### config.mk
export PLATFORM = sky130hd
export DESIGN_NAME = jtframe_frac_cen_gen
export DESIGN_NICKNAME = d
export VERILOG_FILES = /design/src/rtl/jtframe_cen_pkg.sv /design/src/rtl/jtframe_frac_acc.sv /design/src/rtl/jtframe_frac_cen_gen.sv
export SDC_FILE = /design/constraint.sdc
export NUM_CORES = 1
export LEC_CHECK = 0
export CAP_MARGIN = 20
export CORE_MARGIN = 2
export CORE_UTILIZATION = 60
export CTS_CLUSTER_DIAMETER = 50
export DETAILED_ROUTE_END_ITERATION = 10
export MAX_ROUTING_LAYER = met4
export PLACE_DENSITY = 0.88
export SLEW_MARGIN = 40
export SYNTH_ARGS = -nofsm -noshare
export SYNTH_HDL_FRONTEND = slang
export SYNTH_SLANG_ARGS = --single-unit
### constraint.sdc
create_clock -name clk -period 8.68 [get_ports clk]
set_input_delay 1.736 -clock clk [delete_from_list [all_inputs] [get_ports clk]]
set_output_delay 1.736 -clock clk [all_outputs]
set_load 0.02 [all_outputs]
### src/rtl/jtframe_cen_pkg.sv
// jtframe_cen_pkg: shared types, defaults and ratio helper
// for the fractional clock-enable generator.
package jtframe_cen_pkg;

    localparam int CEN_WC = 10;

    // Master clocks the ratio helper knows about
    typedef enum logic [1:0] {
        MCLK_96,
        MCLK_48,
        MCLK_24
    } mclk_e;

    // Accumulator decision for one cycle
    typedef enum logic [1:0] {
        ACC_HOLD,
        ACC_STEP,
        ACC_WRAP,
        ACC_RECOVER
    } acc_op_e;

    typedef struct packed {
        logic [15:0] n;
        logic [15:0] m;
    } cen_ratio_t;

    function automatic int unsigned mclk_khz(input mclk_e mclk);
        int unsigned f;
        unique case (mclk)
            MCLK_96: f = 96000;
            MCLK_48: f = 48000;
            default: f = 24000;
        endcase
        return f;
    endfunction

    // Ratio that places cen[0] at tgt_khz. cen[0] runs at
    // f*n/(2m), hence the factor of two on the numerator.
    // Common factors are stripped so the operands stay small.
    function automatic cen_ratio_t cen_ratio(
        input mclk_e       mclk,
        input int unsigned tgt_khz
    );
        int unsigned a;
        int unsigned b;
        int unsigned p;
        cen_ratio_t  r;
        a = 2 * tgt_khz;
        b = mclk_khz(mclk);
        for (int j = 0; j < 3; j++) begin
            p = (j == 0) ? 2 : (j == 1) ? 3 : 5;
            for (int k = 0; k < 16; k++) begin
                if ((a % p == 0) && (b % p == 0)) begin
                    a = a / p;
                    b = b / p;
                end
            end
        end
        r.n = a[15:0];
        r.m = b[15:0];
        return r;
    endfunction

endpackage

### src/rtl/jtframe_frac_acc.sv
// jtframe_frac_acc: N/M phase accumulator emitting a base pulse.
// Ports: clk, rst_n (sync, low), en, n, m in; base out (comb).
module jtframe_frac_acc
    import jtframe_cen_pkg::*;
#(
    parameter int WC = CEN_WC
) (
    input  logic          clk,
    input  logic          rst_n,
    input  logic          en,
    input  logic [WC-1:0] n,
    input  logic [WC-1:0] m,
    output logic          base
);

    logic [WC-1:0] acc;
    logic [WC-1:0] acc_nx;
    logic [WC:0]   sum;
    logic          idle;
    logic          recover;
    logic          wrap;
    logic          step;
    acc_op_e       op;

    assign sum = {1'b0, acc} + {1'b0, n};

    // Mutually exclusive decision terms. acc >= m also
    // covers m == 0 and a shrunken m: pulse and restart at
    // zero so the accumulator can never wrap.
    assign idle    = !en || (n == '0);
    assign recover = !idle && (acc >= m);
    assign wrap    = !idle && !recover && (sum >= {1'b0, m});
    assign step    = !idle && !recover && !wrap;

    always_comb begin
        op = ACC_HOLD;
        unique case (1'b1)
            idle:    op = ACC_HOLD;
            recover: op = ACC_RECOVER;
            wrap:    op = ACC_WRAP;
            step:    op = ACC_STEP;
            default: op = ACC_HOLD;
        endcase
    end

    always_comb begin
        acc_nx = acc;
        base   = 1'b0;
        unique case (op)
            ACC_HOLD: begin
                acc_nx = acc;
            end
            ACC_STEP: begin
                acc_nx = sum[WC-1:0];
            end
            ACC_WRAP: begin
                // acc < m here, so sum - m < n fits in WC bits
                acc_nx = sum[WC-1:0] - m;
                base   = 1'b1;
            end
            ACC_RECOVER: begin
                acc_nx = '0;
                base   = 1'b1;
            end
            default: begin
                acc_nx = acc;
            end
        endcase
    end

    always_ff @(posedge clk) begin
        if (!rst_n) begin
            acc <= '0;
        end else begin
            acc <= acc_nx;
        end
    end

endmodule

### src/rtl/jtframe_frac_cen_gen.sv
// jtframe_frac_cen_gen: fractional cen generator, W channels.
// Ports: clk, rst_n (sync, low), cen_en, n, m in; cen, cenb out.
module jtframe_frac_cen_gen
    import jtframe_cen_pkg::*;
#(
    parameter int W  = 2,
    parameter int WC = CEN_WC
) (
    input  logic          clk,
    input  logic          rst_n,
    input  logic          cen_en,
    input  logic [WC-1:0] n,
    input  logic [WC-1:0] m,
    output logic [W-1:0]  cen,
    output logic [W-1:0]  cenb
);

    logic         base;
    logic [W-1:0] ec;
    logic [W-1:0] mask;
    logic [W-1:0] cen_nx;
    logic [W-1:0] cenb_nx;

    jtframe_frac_acc #(
        .WC (WC)
    ) u_acc (
        .clk   (clk),
        .rst_n (rst_n),
        .en    (cen_en),
        .n     (n),
        .m     (m),
        .base  (base)
    );

    // Channel i looks at the low i+1 bits of the edge count:
    // all zero gives cen[i], only bit i set gives cenb[i].
    always_comb begin
        cen_nx  = '0;
        cenb_nx = '0;
        mask    = '0;
        for (int i = 0; i < W; i++) begin
            mask = '0;
            for (int j = 0; j <= i; j++) begin
                mask[j] = 1'b1;
            end
            cen_nx[i]  = base && ((ec & mask) == '0);
            cenb_nx[i] = base && ((ec & mask) == (W'(1) << i));
        end
    end

    always_ff @(posedge clk) begin
        if (!rst_n) begin
            ec   <= '0;
            cen  <= '0;
            cenb <= '0;
        end else begin
            cen  <= cen_nx;
            cenb <= cenb_nx;
            if (base) begin
                ec <= ec + W'(1);
            end
        end
    end

endmodule
==> metrics.md <==
| Metric | Value |
|---|---|
| Setup ws final | `3.480 ns` |
| Pre-CTS setup slack | `3.196 ns` |
| Startpoint types | `primary input` |
| CP Max Fanout | `9` |
| Final Hold Violating Endpoints | `0` |
| R2R cell count | `14` |
| Mean number of vias per cell | `6.049` |
| Vias in the first global route | `1620` |
| Reg-to-Reg Start | `u_acc.acc[0]$_SDFFE_PN0P_` |
| DR DRC count | `0` |
| Fillers | `242` |
| First-pass iteration count of the detailed router | `4` |
| VDD IR max | `0.1695 mV` |
| Maxcap violations | `0` |
| Post-CTS Setup Repair Bufs | `0` |
| Area after DPL | `2208 um2` |
| CTS resizes | `0` |
| Total gr overflow | `0` |
| CTS max path bufs | `2` |
| RD Place Congestion | `0.8981` |
| IO Pins | `27` |
| Dominant cells by area after synthesis | `ha_1 21%, dfxtp_1 17%, inv_1 4.5%, nand2_1 3.9%, mux2i_1 3.7%` |
| Mapped Area | `1913 um2` |
| Worst path required time | `8.87 ns` |
| #FFs+latches synth | `16` |
| Num rows | `20` |
| PwrDens | `389.7 nW/um2` |
| Syn_nets | `294` |
| Largest net degree at the start of global routing | `11` |
| Hold crit path type | `flip-flop to flip-flop` |
| WHS Path Cells | `2` |
| Drt wl/cell | `14.94 um` |
| Fin crit share | `0.5991` |
| Final wirelength | `4.601 mm` |
| Fin nets | `322` |
| Die width | `60.47 um` |
| Routed via count | `1863` |
| CTS tree | `done` |
| CP arrival | `5.39 ns` |
| Synth area leader | `ha_1` |
| Antenna violations before repair | `0` |
| Top cell type's share of synthesized area | `0.2093` |
| Worst-path clk slew | `0.10 ns` |
| Antenna Cells | `0` |
| LEAKAGE | `0.9832 nW` |
| Most frequent cells in the layout | `32 x ha_1, 26 x clkdlybuf4s50_1, 23 x inv_1` |
| RSZ-0062 raised after global routing | `false` |
| Hold worst-path end | `ec[0]$_SDFFE_PN0N_` |
| Syn. warnings | `0` |
| Htree depth | `1` |
| Post-synth ARST share | `0` |
| CP Capture Type | `flip-flop` |
| # setup viols final | `0` |
| DRT iter0 DRCs | `136` |
| Relative slew slack | `0.4814` |
| GRT Resource Usage Total | `0.2854` |
| Main synth FF type | `dfxtp_1` |
| Initial core utilization | `0.6266` |
| Synth Area per Inst | `8.072 um2` |
| Hpwl dp | `3.912 mm` |
| Post-layout util | `0.7352` |
| R2r setup slk | `5.06 ns` |
| Number of distinct library cells after synthesis | `52` |
| First-pass GRT wire length | `7.472 mm` |
| Max Fclk | `0.1923 GHz` |
| Crit Path Category | `primary input to flip-flop` |
| Skew-Pair Late Insertion Delay | `0.29 ns` |
| CTS Buf Count | `3` |
| Skew final | `0.002723 ns` |
| Sequential share of the synthesized area | `0.1674` |
| Sum Neg Setup Slack | `0 ns` |
| Core area | `3053 um2` |
| Share of layout cells above drive strength 1 | `0.05303` |
| Most common cell after layout, fill and taps aside | `ha_1` |
| Min-delay src | `ec[0]$_SDFFE_PN0N_` |
| Fin crit period | `5.200 ns` |
| Post-route ant nets | `0` |
| Clk sink count | `16` |
| Area delta synth->final | `17.33%` |
| Max-slew violations | `0` |
| Root Buffer | `clkbuf_4` |
| Design area | `2245 um2` |
| Port bufs | `26` |
| Mapped Cells | `237` |
| R2R Path End | `u_acc.acc[7]$_SDFFE_PN0P_` |
| Slew @ Worst Pin | `0.7763 ns` |
| Die Y | `60.47 um` |
| CTS hold repair buffers | `0` |
| Number of synthesized flops with an enable pin | `0` |
| Status | `completed` |
| Die area | `3656 um2` |
## sequential cells by signal, indices dropped and copies added (netlist names)
name,cells
cenb,2
ec,2
cen,2
u_acc.acc,10
## area by class of cell
type	instances	area [um2]	area share
Multi-Input combinational cell	195	1486	0.6622
Sequential cell	16	320.3	0.1427
Timing Repair Buffer	26	260.3	0.1159
Inverter	23	86.33	0.03846
Tap cell	44	55.05	0.02453
Clock buffer	4	36.28	0.01617
## worst max path at each step
stage               from                        end  slack (ns)  depth (start not counted)
floorplan           n[0]  u_acc.acc[7]$_SDFFE_PN0P_        4.09                         14
global placement    n[0]  u_acc.acc[7]$_SDFFE_PN0P_        3.37                         15
detailed placement  n[0]  u_acc.acc[7]$_SDFFE_PN0P_        3.20                         15
CTS                 n[0]  u_acc.acc[7]$_SDFFE_PN0P_        3.51                         15
global route        n[0]  u_acc.acc[7]$_SDFFE_PN0P_        3.24                         15
finish              n[0]  u_acc.acc[7]$_SDFFE_PN0P_        3.48                         15
## cells in the mapped netlist, types with 2 or more instances
| master | instances |
|---|---|
| xnor2_1 | 7 |
| nand3_1 | 9 |
| mux2i_1 | 7 |
| nand2b_1 | 6 |
| a2111oi_0 | 2 |
| o21ai_0 | 11 |
| inv_1 | 23 |
| a31oi_1 | 2 |
| nor2_1 | 15 |
| o21ai_1 | 7 |
| a21o_1 | 4 |
| a211oi_1 | 6 |
| o211ai_1 | 4 |
| nor4_1 | 2 |
| and2_1 | 5 |
| ha_1 | 32 |
| nand4_1 | 5 |
| o21a_1 | 5 |
| nor2b_1 | 3 |
| xor2_1 | 2 |
| nand2_1 | 20 |
| dfxtp_1 | 16 |
| nor3_1 | 3 |
| or3_1 | 2 |
| fa_1 | 2 |
| a21oi_1 | 11 |
## metal layers
metal	global-route usage	vias up	wire, um
met5	-	-	0
met4	0.08075	0	58
met3	0.01279	5	256
met2	0.4503	71	2079
met1	0.3992	850	2206
li1	-	937	-
## per-stage QoR
step | instances | hold WS, ns | power [mW]
2_1_floorplan | 237 | 0.4378 | 0.6536
3_3_place_gp | 304 | 0.4539 | 0.7888
3_5_place_dp | 304 | 0.4672 | 0.8120
4_1_cts | 308 | 0.4783 | 0.8644
5_1_grt | 308 | 0.5000 | 0.9547
6_report | 308 | 0.4868 | 0.8747
## kinds of logic after synthesis
kind of cell | synth area share
AND/OR/NAND/NOR | 0.1897
AO/OA/AOI/OAI | 0.2793
adder cells (fa/ha/maj) | 0.2302
buffers and inverters | 0.05559
flip-flops | 0.1674
XOR/XNOR | 0.04121
multiplexers | 0.03663
## critical path, stage by stage
cell and delay, ns:
clkdlybuf4s50_1 0.50, ha_1 0.18, inv_1 0.05, fa_1 0.39, nand2b_1 0.21, a21oi_1 0.16, a211oi_1 0.07, xnor2_1 0.27
ha_1 0.36, a211oi_2 0.27, o21bai_2 0.13, nor4_2 0.39, o221ai_2 0.31, a32oi_1 0.28, nand2_1 0.07
## power by group
part,internal (mW),switching (mW)
Combinational,0.296,0.403
Clock,0.0256,0.0244
Sequential,0.101,0.0247
Note: power is estimated with default switching activity, not from simulation.
